--- src/rtl/gym_move_controller_if.sv ---
// Movement request / bounds-check / position bus between keyboard decode, bounds checker and controller.
// master = surrounding logic (keyboard decode + bounds checker), slave = gym_move_controller.
interface gym_move_controller_if;
    logic       enable;
    logic       frame_tick;
    logic       dir_valid;
    logic [1:0] dir_req;
    logic       atBounds;
    logic [1:0] direction;
    logic [9:0] charxcurrpos;
    logic [9:0] charycurrpos;
    logic       moving;
    logic       blocked;
    logic       step_done;

    modport master (
        output enable, frame_tick, dir_valid, dir_req, atBounds,
        input  direction, charxcurrpos, charycurrpos, moving, blocked, step_done
    );

    modport slave (
        input  enable, frame_tick, dir_valid, dir_req, atBounds,
        output direction, charxcurrpos, charycurrpos, moving, blocked, step_done
    );
endinterface

--- src/rtl/gym_move_controller.sv ---
// Purpose: one-tile-per-request character mover with bounds check; owns the x/y registers.
// Latency: request->CHECK 1 cycle, CHECK->MOVE/blocked 1 cycle, then STEP_PX per enabled frame_tick.
// Backpressure: requests outside IDLE are dropped unless GYM_MOVE_PENDING_EN keeps the latest one.
module gym_move_controller #(
    parameter int TILE_PX = 32,
    parameter int STEP_PX = 4,
    parameter int START_X = 304,
    parameter int START_Y = 363
) (
    input  logic                  Clk,
    input  logic                  Reset,
    gym_move_controller_if.slave  mv
);
    localparam int NSTEPS = TILE_PX / STEP_PX;
    localparam int CW     = (NSTEPS > 1) ? $clog2(NSTEPS) : 1;
    localparam logic [CW-1:0] LAST = CW'(NSTEPS - 1);
    localparam logic [9:0]    STEP = 10'(STEP_PX);

    typedef enum logic [1:0] {IDLE, CHECK, MOVE} state_t;

    state_t        state;
    logic [CW-1:0] cnt;
    logic [9:0]    px, py;
    logic [9:0]    nx, ny;
    logic [1:0]    dir;
    logic          moving_r, blocked_r, done_r;
    logic          tick_en;
    logic          last_tick;

    assign tick_en   = mv.frame_tick && mv.enable;
    assign last_tick = tick_en && (cnt == LAST);

    // 10-bit wrapping step; walls are the bounds checker's job only
    always_comb begin
        nx = px;
        ny = py;
        case (dir)
            2'd0: ny = py + STEP;
            2'd1: ny = py - STEP;
            2'd2: nx = px - STEP;
            default: nx = px + STEP;
        endcase
    end

`ifdef GYM_MOVE_PENDING_EN
    logic       pend_vld;
    logic [1:0] pend_dir;
    logic       pend_vld_nx;
    logic [1:0] pend_dir_nx;

    // a request arriving in the same cycle wins over the stored one
    assign pend_vld_nx = mv.enable && (mv.dir_valid || pend_vld);
    assign pend_dir_nx = mv.dir_valid ? mv.dir_req : pend_dir;

    always_ff @(posedge Clk) begin
        if (!Reset) begin
            pend_vld <= 1'b0;
            pend_dir <= 2'd0;
        end else begin
            case (state)
                CHECK: begin
                    pend_vld <= mv.atBounds ? 1'b0 : pend_vld_nx;
                    pend_dir <= pend_dir_nx;
                end
                MOVE: begin
                    pend_vld <= last_tick ? 1'b0 : pend_vld_nx;
                    pend_dir <= pend_dir_nx;
                end
                default: pend_vld <= 1'b0;
            endcase
        end
    end
`endif

    always_ff @(posedge Clk) begin
        if (!Reset) begin
            state     <= IDLE;
            dir       <= 2'd0;
            px        <= 10'(START_X);
            py        <= 10'(START_Y);
            cnt       <= '0;
            moving_r  <= 1'b0;
            blocked_r <= 1'b0;
            done_r    <= 1'b0;
        end else begin
            blocked_r <= 1'b0;
            done_r    <= 1'b0;
            case (state)
                IDLE: begin
                    if (mv.dir_valid && mv.enable) begin
                        dir   <= mv.dir_req;
                        state <= CHECK;
                    end
                end
                CHECK: begin
                    if (mv.atBounds) begin
                        blocked_r <= 1'b1;
                        state     <= IDLE;
                    end else begin
                        cnt      <= '0;
                        moving_r <= 1'b1;
                        state    <= MOVE;
                    end
                end
                MOVE: begin
                    if (tick_en) begin
                        px  <= nx;
                        py  <= ny;
                        cnt <= cnt + 1'b1;
                        if (last_tick) begin
                            done_r   <= 1'b1;
                            moving_r <= 1'b0;
                            state    <= IDLE;
`ifdef GYM_MOVE_PENDING_EN
                            if (pend_vld_nx) begin
                                dir   <= pend_dir_nx;
                                state <= CHECK;
                            end
`endif
                        end
                    end
                end
                default: state <= IDLE;
            endcase
        end
    end

    assign mv.direction    = dir;
    assign mv.charxcurrpos = px;
    assign mv.charycurrpos = py;
    assign mv.moving       = moving_r;
    assign mv.blocked      = blocked_r;
    assign mv.step_done    = done_r;
endmodule

--- src/flat_wrapper.sv ---
// flat-port wrapper written by rule: the top's interface ports become plain ports
module gym_move_controller_flat 
#(
    parameter int TILE_PX = 32,
    parameter int STEP_PX = 4,
    parameter int START_X = 304,
    parameter int START_Y = 363
)
  (Clk, Reset, mv_enable, mv_frame_tick, mv_dir_valid, mv_dir_req, mv_atBounds, mv_direction, mv_charxcurrpos, mv_charycurrpos, mv_moving, mv_blocked, mv_step_done);
  gym_move_controller_if mv_i ();
  input  logic Clk;
  input  logic Reset;
  input wire logic [$bits(mv_i.enable)-1:0] mv_enable;
  input wire logic [$bits(mv_i.frame_tick)-1:0] mv_frame_tick;
  input wire logic [$bits(mv_i.dir_valid)-1:0] mv_dir_valid;
  input wire logic [$bits(mv_i.dir_req)-1:0] mv_dir_req;
  input wire logic [$bits(mv_i.atBounds)-1:0] mv_atBounds;
  output wire logic [$bits(mv_i.direction)-1:0] mv_direction;
  output wire logic [$bits(mv_i.charxcurrpos)-1:0] mv_charxcurrpos;
  output wire logic [$bits(mv_i.charycurrpos)-1:0] mv_charycurrpos;
  output wire logic [$bits(mv_i.moving)-1:0] mv_moving;
  output wire logic [$bits(mv_i.blocked)-1:0] mv_blocked;
  output wire logic [$bits(mv_i.step_done)-1:0] mv_step_done;
  assign mv_i.enable = mv_enable;
  assign mv_i.frame_tick = mv_frame_tick;
  assign mv_i.dir_valid = mv_dir_valid;
  assign mv_i.dir_req = mv_dir_req;
  assign mv_i.atBounds = mv_atBounds;
  assign mv_direction = mv_i.direction;
  assign mv_charxcurrpos = mv_i.charxcurrpos;
  assign mv_charycurrpos = mv_i.charycurrpos;
  assign mv_moving = mv_i.moving;
  assign mv_blocked = mv_i.blocked;
  assign mv_step_done = mv_i.step_done;
  gym_move_controller #(.TILE_PX(TILE_PX), .STEP_PX(STEP_PX), .START_X(START_X), .START_Y(START_Y)) u_core (.Clk(Clk), .Reset(Reset), .mv(mv_i));
endmodule
--- config.mk ---
export PLATFORM = sky130hd
export DESIGN_NAME = gym_move_controller_flat
export DESIGN_NICKNAME = d
export VERILOG_FILES = /design/src/rtl/gym_move_controller_if.sv /design/src/rtl/gym_move_controller.sv /design/src/flat_wrapper.sv
export SDC_FILE = /design/constraint.sdc
export NUM_CORES = 1
export LEC_CHECK = 0
export ABC_AREA = 1
export CORE_UTILIZATION = 45
export CTS_CLUSTER_DIAMETER = 100
export DETAILED_ROUTE_END_ITERATION = 10
export PLACE_DENSITY = 0.8
export SYNTH_ARGS = -nofsm -noshare
export SYNTH_HDL_FRONTEND = slang
export SYNTH_SLANG_ARGS = --single-unit
--- constraint.sdc ---
create_clock -name Clk -period 2 [get_ports Clk]
set_clock_uncertainty 0.15 [all_clocks]
set_input_delay 0.4 -clock Clk [delete_from_list [all_inputs] [get_ports Clk]]
set_output_delay 0.4 -clock Clk [all_outputs]
set_load 0.02 [all_outputs]
==> impl_metrics.csv, run 1 <==
group,metric,value,unit
clock_network,post-cts-setup-buffers,0,
synthesis,seq_area_frac_synth,0.309,
cells_and_area,nNetsFinal,305,
sta,maxSlewViolCount,0,
worst_setup_path,crit_chain,"buf_4 > clkdlybuf4s50_1",
worst_setup_path,endpoint_kind,"primary output",
hold_path,hold_path.class,"register to register",
placement,dp_hpwl,3.00,mm
floorplan,dieArea,3990,sq um
global_routing,first_global_vias,1618,
cells_and_area,diodes,0,
worst_setup_path,crit_buf_inv,2,
synthesis,yosys_warnings,0,
worst_setup_path,critPathLaunchType,"register",
clock_network,path_clk_slew,0.09,ns
sta,timing.fmax,513,MHz
sta,layout_worst_path_cycle_share,0.975,
routing,vias,1733,
global_routing,antenna_found_initial,0,
run_status,status,"finished clean",
global_routing,grt_max_degree,17,
clock_network,clockRootBuffer,"clkbuf_8",
clock_network,cts_num_sinks,26,
synthesis,syn_inst,255,
synthesis,ys_ff_latch,26,
sta,worst_slew_pin_slew,0.576,ns
hold_path,hold_start,"u_core.cnt[2]$_SDFFE_PN0P_",
cells_and_area,layout-drive-gt1-share,0.116,
floorplan,initial_utilization,0.486,
sta,grt_setup_unrepaired,"false",
cells_and_area,nFillCells,343,
clock_network,cts_buffer_depth,2,
placement,io_buffer_count,28,
synthesis,syn-cell-area,1690,sq um
global_routing,grt.overflow.total,0,
routing,drtPass1Iterations,4,
clock_network,numCtsBuffers,3,
floorplan,io-pin-count,33,
synthesis,synth_cell_type_count,35,
power_and_ir_drop,power_leakage,1.05,nW
sta,setup_viol,0,
worst_setup_path,cp_max_fo,5,
hold_path,min_to,"u_core.cnt[2]$_SDFFE_PN0P_",
worst_setup_path,crit_family,"buffers and inverters",
routing,drc,0,
clock_network,cts_tree,"yes",
routing,wl_met2,1.92,mm
cells_and_area,final_cell_area,2150,sq um
sta,slew_headroom,0.615,
worst_setup_path,cp.depth,2,
sta,hold_viol,0,
placement,place.gp.congestion,0.907,
worst_setup_path,required,1.45,ns
worst_setup_path,max_stage_delay,0.59,ns
routing,wl_met3,167,um
synthesis,avgSynthCellArea,6.61,sq um
routing,highest_layer,"met4",
cells_and_area,syn2layout_area_growth,27.6,%
floorplan,dieHeight,63.2,um
worst_setup_path,ff2ff_path_depth,13,
synthesis,ys.flop_type,"dfxtp_1",
global_routing,grt_pass1_wl,6.91,mm
global_routing,grt_use_total,0.215,
floorplan,die_w,63.2,um
routing,wl_per_cell,11.7,um
cells_and_area,layout_commonest_cell,"nand2_1",
worst_setup_path,crit_path_top_delay_cell,"clkdlybuf4s50_1",
power_and_ir_drop,p_per_area,556,nW/um^2
cells_and_area,layout_common_cells,"63 x nand2_1, 41 x inv_1, 28 x clkdlybuf4s50_1, 24 x dfxtp_1, 23 x a21oi_1",
synthesis,async_flop_share,0,
hold_path,whs_path_depth,2,
synthesis,synth_edf_count,0,
worst_setup_path,r2r_setup_slack,0.15,ns
clock_network,clk_latency,0.27,ns
routing,drt_iter0_drc,75,
worst_setup_path,rr_endpoint,"u_core.mv.charxcurrpos[6]$_SDFFE_PN0P_",
power_and_ir_drop,irDropWorstVdd,0.527,mV
routing,wl_met1,1.80,mm
worst_setup_path,timing.rr.start,"u_core.mv.direction[1]$_SDFFE_PN0P_",
clock_network,h-tree-depth,1,
sta,min_period,1.95,ns
flow_run,maxCapViolations,0,
routing,viasPerCell,5.13,
worst_setup_path,crit_arrival,1.40,ns
routing,ant_nets,0,
floorplan,core_area,3470,sq um
worst_setup_path,crit_type,"register to primary output",
floorplan,row_count,21,
placement,postPlaceCellArea,2060,sq um
routing,drt_wl_total,3.95,mm
power_and_ir_drop,p_total,1.20,mW
-- cell families after synthesis --
family / share of synthesized area
AND/OR/NAND/NOR: 0.302
AO/OA/AOI/OAI: 0.202
buffers and inverters: 0.132
flip-flops: 0.309
XOR/XNOR: 0.0208
adder cells (fa/ha/maj): 0.0297
other: 0.00446
-- worst max path at each step --
stage / from / endpoint
after CTS: u_core.mv.direction[1]$_SDFFE_PN0P_ / mv_direction[1]
after floorplan: u_core.mv.direction[1]$_SDFFE_PN0P_ / u_core.mv.charycurrpos[6]$_SDFFE_PN1P_
after global placement: mv_enable / u_core.mv.charxcurrpos[5]$_SDFFE_PN1P_
after detailed placement: mv_enable / u_core.mv.charxcurrpos[5]$_SDFFE_PN1P_
final: u_core.mv.direction[1]$_SDFFE_PN0P_ / mv_direction[1]
after global routing: u_core.mv.direction[1]$_SDFFE_PN0P_ / u_core.mv.charxcurrpos[6]$_SDFFE_PN0P_
-- power breakdown --
group          switching [mW]  internal (mW)  total (mW)
logic                   0.135         0.0865       0.222
registers              0.0118          0.526       0.538
clock network           0.168          0.268       0.436
-- sequential cells by signal, summed over array words and instances (netlist names) --
register / count
u_core.state: 2
u_core.mv.charxcurrpos: 8
u_core.mv.moving: 1
u_core.mv.charycurrpos: 8
u_core.mv.direction: 2
u_core.cnt: 3
u_core.mv.blocked: 1
u_core.mv.step_done: 1
-- final cells by class --
class,instances,area (sq um),area share
multi-input combinational,179,961,0.447
sequential,26,528,0.245
tap,46,57.6,0.0268
timing repair buffer,38,355,0.165
inverter,45,178,0.0826
clock buffer,3,41.3,0.0192
clock inverter,1,30.0,0.0140
-- cells in the mapped netlist, types with 2 or more instances --
library cell | n | area share
a21oi_2 | 2 | 0.010
nand2_1 | 64 | 0.14
nand2_2 | 2 | 0.0074
nor2_1 | 12 | 0.027
o21ai_0 | 17 | 0.050
inv_4 | 2 | 0.0074
a21oi_1 | 23 | 0.068
o211ai_1 | 4 | 0.018
a211oi_1 | 2 | 0.0089
buf_4 | 4 | 0.018
nand3_1 | 21 | 0.062
conb_1 | 2 | 0.0045
dfxtp_1 | 26 | 0.31
a41oi_1 | 3 | 0.016
ha_1 | 4 | 0.030
nand2_4 | 2 | 0.013
xor2_1 | 4 | 0.021
inv_1 | 41 | 0.091
nor2_4 | 2 | 0.013
nor3_1 | 3 | 0.0089
-- routing by layer --
layer  vias to the layer above  GRT usage
met4                         0     0.0710
met1                       784      0.257
met5                         -          0
met2                        46      0.384
met3                         6     0.0380
li1                        897          -
-- worst min-delay path: cells and delay by family (launching register included) --
kind            cells  cell delay [ns]
compound gates      1             0.05
flops               1             0.32
simple gates        1             0.06
-- repair_timing --
item	CTS	global route
hold buffers	0	0
gates resized for setup	2	6
setup endpoints to repair	2	4
-- through the flow --
step | setup TNS (ns) | util | cells | hold WS, ns | setup WS [ns]
2_1_floorplan | 0 | - | 257 | 0.299 | 0.0443
3_3_place_gp | -0.136 | 0.593 | 334 | 0.313 | -0.0466
3_5_place_dp | -0.994 | 0.593 | 334 | 0.317 | -0.165
4_1_cts | 0 | 0.614 | 338 | 0.332 | 0.00521
5_1_grt | 0 | 0.620 | 338 | 0.352 | 0.00582
6_report | 0 | 0.620 | 338 | 0.325 | 0.0504
No activity file was read; power rests on OpenSTA's default activity.
==> inputs of run 2 (changes only) <==
GPL_ROUTABILITY_DRIVEN = 0   (was not set)
==> run 2 against run 1 <==
  * Cell count did not move
  * Critical path depth rose by 9
  * Largest cell class unchanged
  * Via count up 0.81%
  * Final area fell by 0.35%
  * Highest routed layer unchanged
  * Die area unchanged
  * Worst setup slack better by 0.052 ns
  * Register-to-register slack worse by 0.05 ns
  * Worst hold slack better by 0.0029 ns
==> impl_metrics.csv, run 2 (same netlist as run 1, synthesis figures left out) <==
group,metric,value,unit
run_status,status,"finished clean",
global_routing,first_global_vias,1585,
power_and_ir_drop,internal_power,881,uW
sta,layout_worst_path_cycle_share,0.949,
flow_run,maxCapViolations,0,
floorplan,core_area,3470,sq um
cells_and_area,nNetsFinal,305,
global_routing,grt_max_degree,17,
worst_setup_path,critPathLaunchType,"register",
global_routing,grt_pass1_wl,6.78,mm
sta,min_period,1.90,ns
routing,drc,0,
power_and_ir_drop,p_seq_frac,0.450,
cells_and_area,utilization,0.618,
floorplan,initial_utilization,0.486,
placement,postPlaceCellArea,2060,sq um
clock_network,h-tree-depth,1,
cells_and_area,layout_common_cells,"64 x nand2_1, 41 x inv_1, 28 x clkdlybuf4s50_1, 24 x dfxtp_1, 23 x a21oi_1",
sta,grt_setup_unrepaired,"true",
sta,holdWs,0.328,ns
sta,slew_headroom,0.604,
cells_and_area,layout-drive-gt1-share,0.113,
floorplan,dieHeight,63.2,um
placement,dp_hpwl,3.02,mm
power_and_ir_drop,power_switching_share,0.264,
sta,setup-tns-final,0,ns
placement,io_buffer_count,28,
power_and_ir_drop,p_sw,316,uW
floorplan,io-pin-count,33,
cells_and_area,finalNonFillerCells,338,
clock_network,cts_tree,"yes",
clock_network,numCtsBuffers,3,
power_and_ir_drop,power.share.clock,0.362,
sta,worst_slew_pin_slew,0.593,ns
clock_network,post-cts-setup-buffers,0,
routing,ant_nets,0,
placement,dp_cells,334,
clock_network,cts_num_sinks,26,
floorplan,die_w,63.2,um
power_and_ir_drop,p_per_area,559,nW/um^2
worst_setup_path,endpoint_kind,"register",
sta,hold_viol,0,
cells_and_area,diodes,0,
clock_network,cts_buffer_depth,2,
routing,vias,1747,
clock_network,cts_hold_buf,0,
routing,viasPerCell,5.17,
global_routing,grt.overflow.total,0,
cells_and_area,final_cell_area,2140,sq um
routing,drtPass1Iterations,4,
global_routing,grt_use_total,0.213,
cells_and_area,layout_commonest_cell,"nand2_1",
sta,timing.fmax,527,MHz
power_and_ir_drop,comb_power_share,0.188,
clock_network,clockRootBuffer,"clkbuf_8",
sta,maxSlewViolCount,0,
worst_setup_path,required,2.02,ns
power_and_ir_drop,irDropWorstVdd,0.412,mV
clock_network,clk_latency,0.27,ns
global_routing,antenna_found_initial,0,
routing,drt_wl_total,4.12,mm
cells_and_area,nFillCells,329,
hold_path,hold_path.class,"register to register",
floorplan,dieArea,3990,sq um
worst_setup_path,cp_max_fo,9,
routing,wl_per_cell,12.2,um
worst_setup_path,crit_arrival,1.91,ns
power_and_ir_drop,power_leakage,1.05,nW
routing,drt_iter0_drc,119,
floorplan,row_count,21,
worst_setup_path,crit_type,"register to register",
clock_network,cts_resized,0,
sta,setup_viol,0,
clock_network,path_clk_slew,0.09,ns
cells_and_area,syn2layout_area_growth,27.2,%
[run 2: area by class of cell]
cell class	count	area, sq um	share of cell area
Clock inverter	1	30.0	0.0140
Timing Repair Buffer	38	355	0.166
Sequential cell	26	523	0.244
Inverter	45	178	0.0829
Clock buffer	3	41.3	0.0193
Tap cell	46	57.6	0.0269
Multi-Input combinational cell	179	958	0.447
[run 2: metrics by stage]
step           total power, mW  worst slack [ns]
2_1_floorplan            0.705            0.0443
3_3_place_gp             0.762           -0.0566
3_5_place_dp             0.767            -0.179
4_1_cts                   1.20           0.00870
5_1_grt                   1.25           -0.0434
6_report                  1.20             0.103
[run 2: path summary, 6_finish.rpt]
| path | depth (start not counted) | startpoint | slack (ns) | to |
|---|---|---|---|---|
| setup / recovery | 11 | u_core.mv.direction[1]$_SDFFE_PN0P_ | 0.10 | u_core.mv.charxcurrpos[8]$_SDFFE_PN1P_ |
| hold / removal | 2 | u_core.cnt[2]$_SDFFE_PN0P_ | 0.33 | u_core.cnt[2]$_SDFFE_PN0P_ |
| setup reg to reg | 11 | u_core.mv.direction[1]$_SDFFE_PN0P_ | 0.10 | u_core.mv.charxcurrpos[8]$_SDFFE_PN1P_ |
| hold reg to reg | 2 | u_core.cnt[2]$_SDFFE_PN0P_ | 0.33 | u_core.cnt[2]$_SDFFE_PN0P_ |
[run 2: power groups by stage]
stage               registers, mW  clock network, mW  logic [mW]
floorplan                   0.554                  0       0.152
global placement            0.550                  0       0.213
detailed placement          0.550                  0       0.217
CTS                         0.538              0.441       0.219
global route                0.540              0.461       0.251
finish                      0.539              0.434       0.225
[run 2: critical path, cell delays in order, from the launching register on]
cell	delay (ns)
dfxtp_2	0.41
buf_4	0.22
nand2_8	0.09
nand2_1	0.08
nand2_1	0.07
inv_1	0.05
ha_1	0.13
inv_1	0.04
nand2_1	0.11
nand4_1	0.17
a21oi_1	0.19
o21ai_1	0.08
[run 2: routing by layer]
layer / wire (um) / GRT usage
met5: 0 / 0
met3: 215 / 0.0217
met4: 46 / 0.0682
met1: 1860 / 0.259
met2: 2000 / 0.388
==> inputs of run 3 (changes only) <==
SLEW_MARGIN = 20   (was not set)
==> results of run 3 <==
Same layout as run 2: the final DEF is identical, and so are final timing and power.
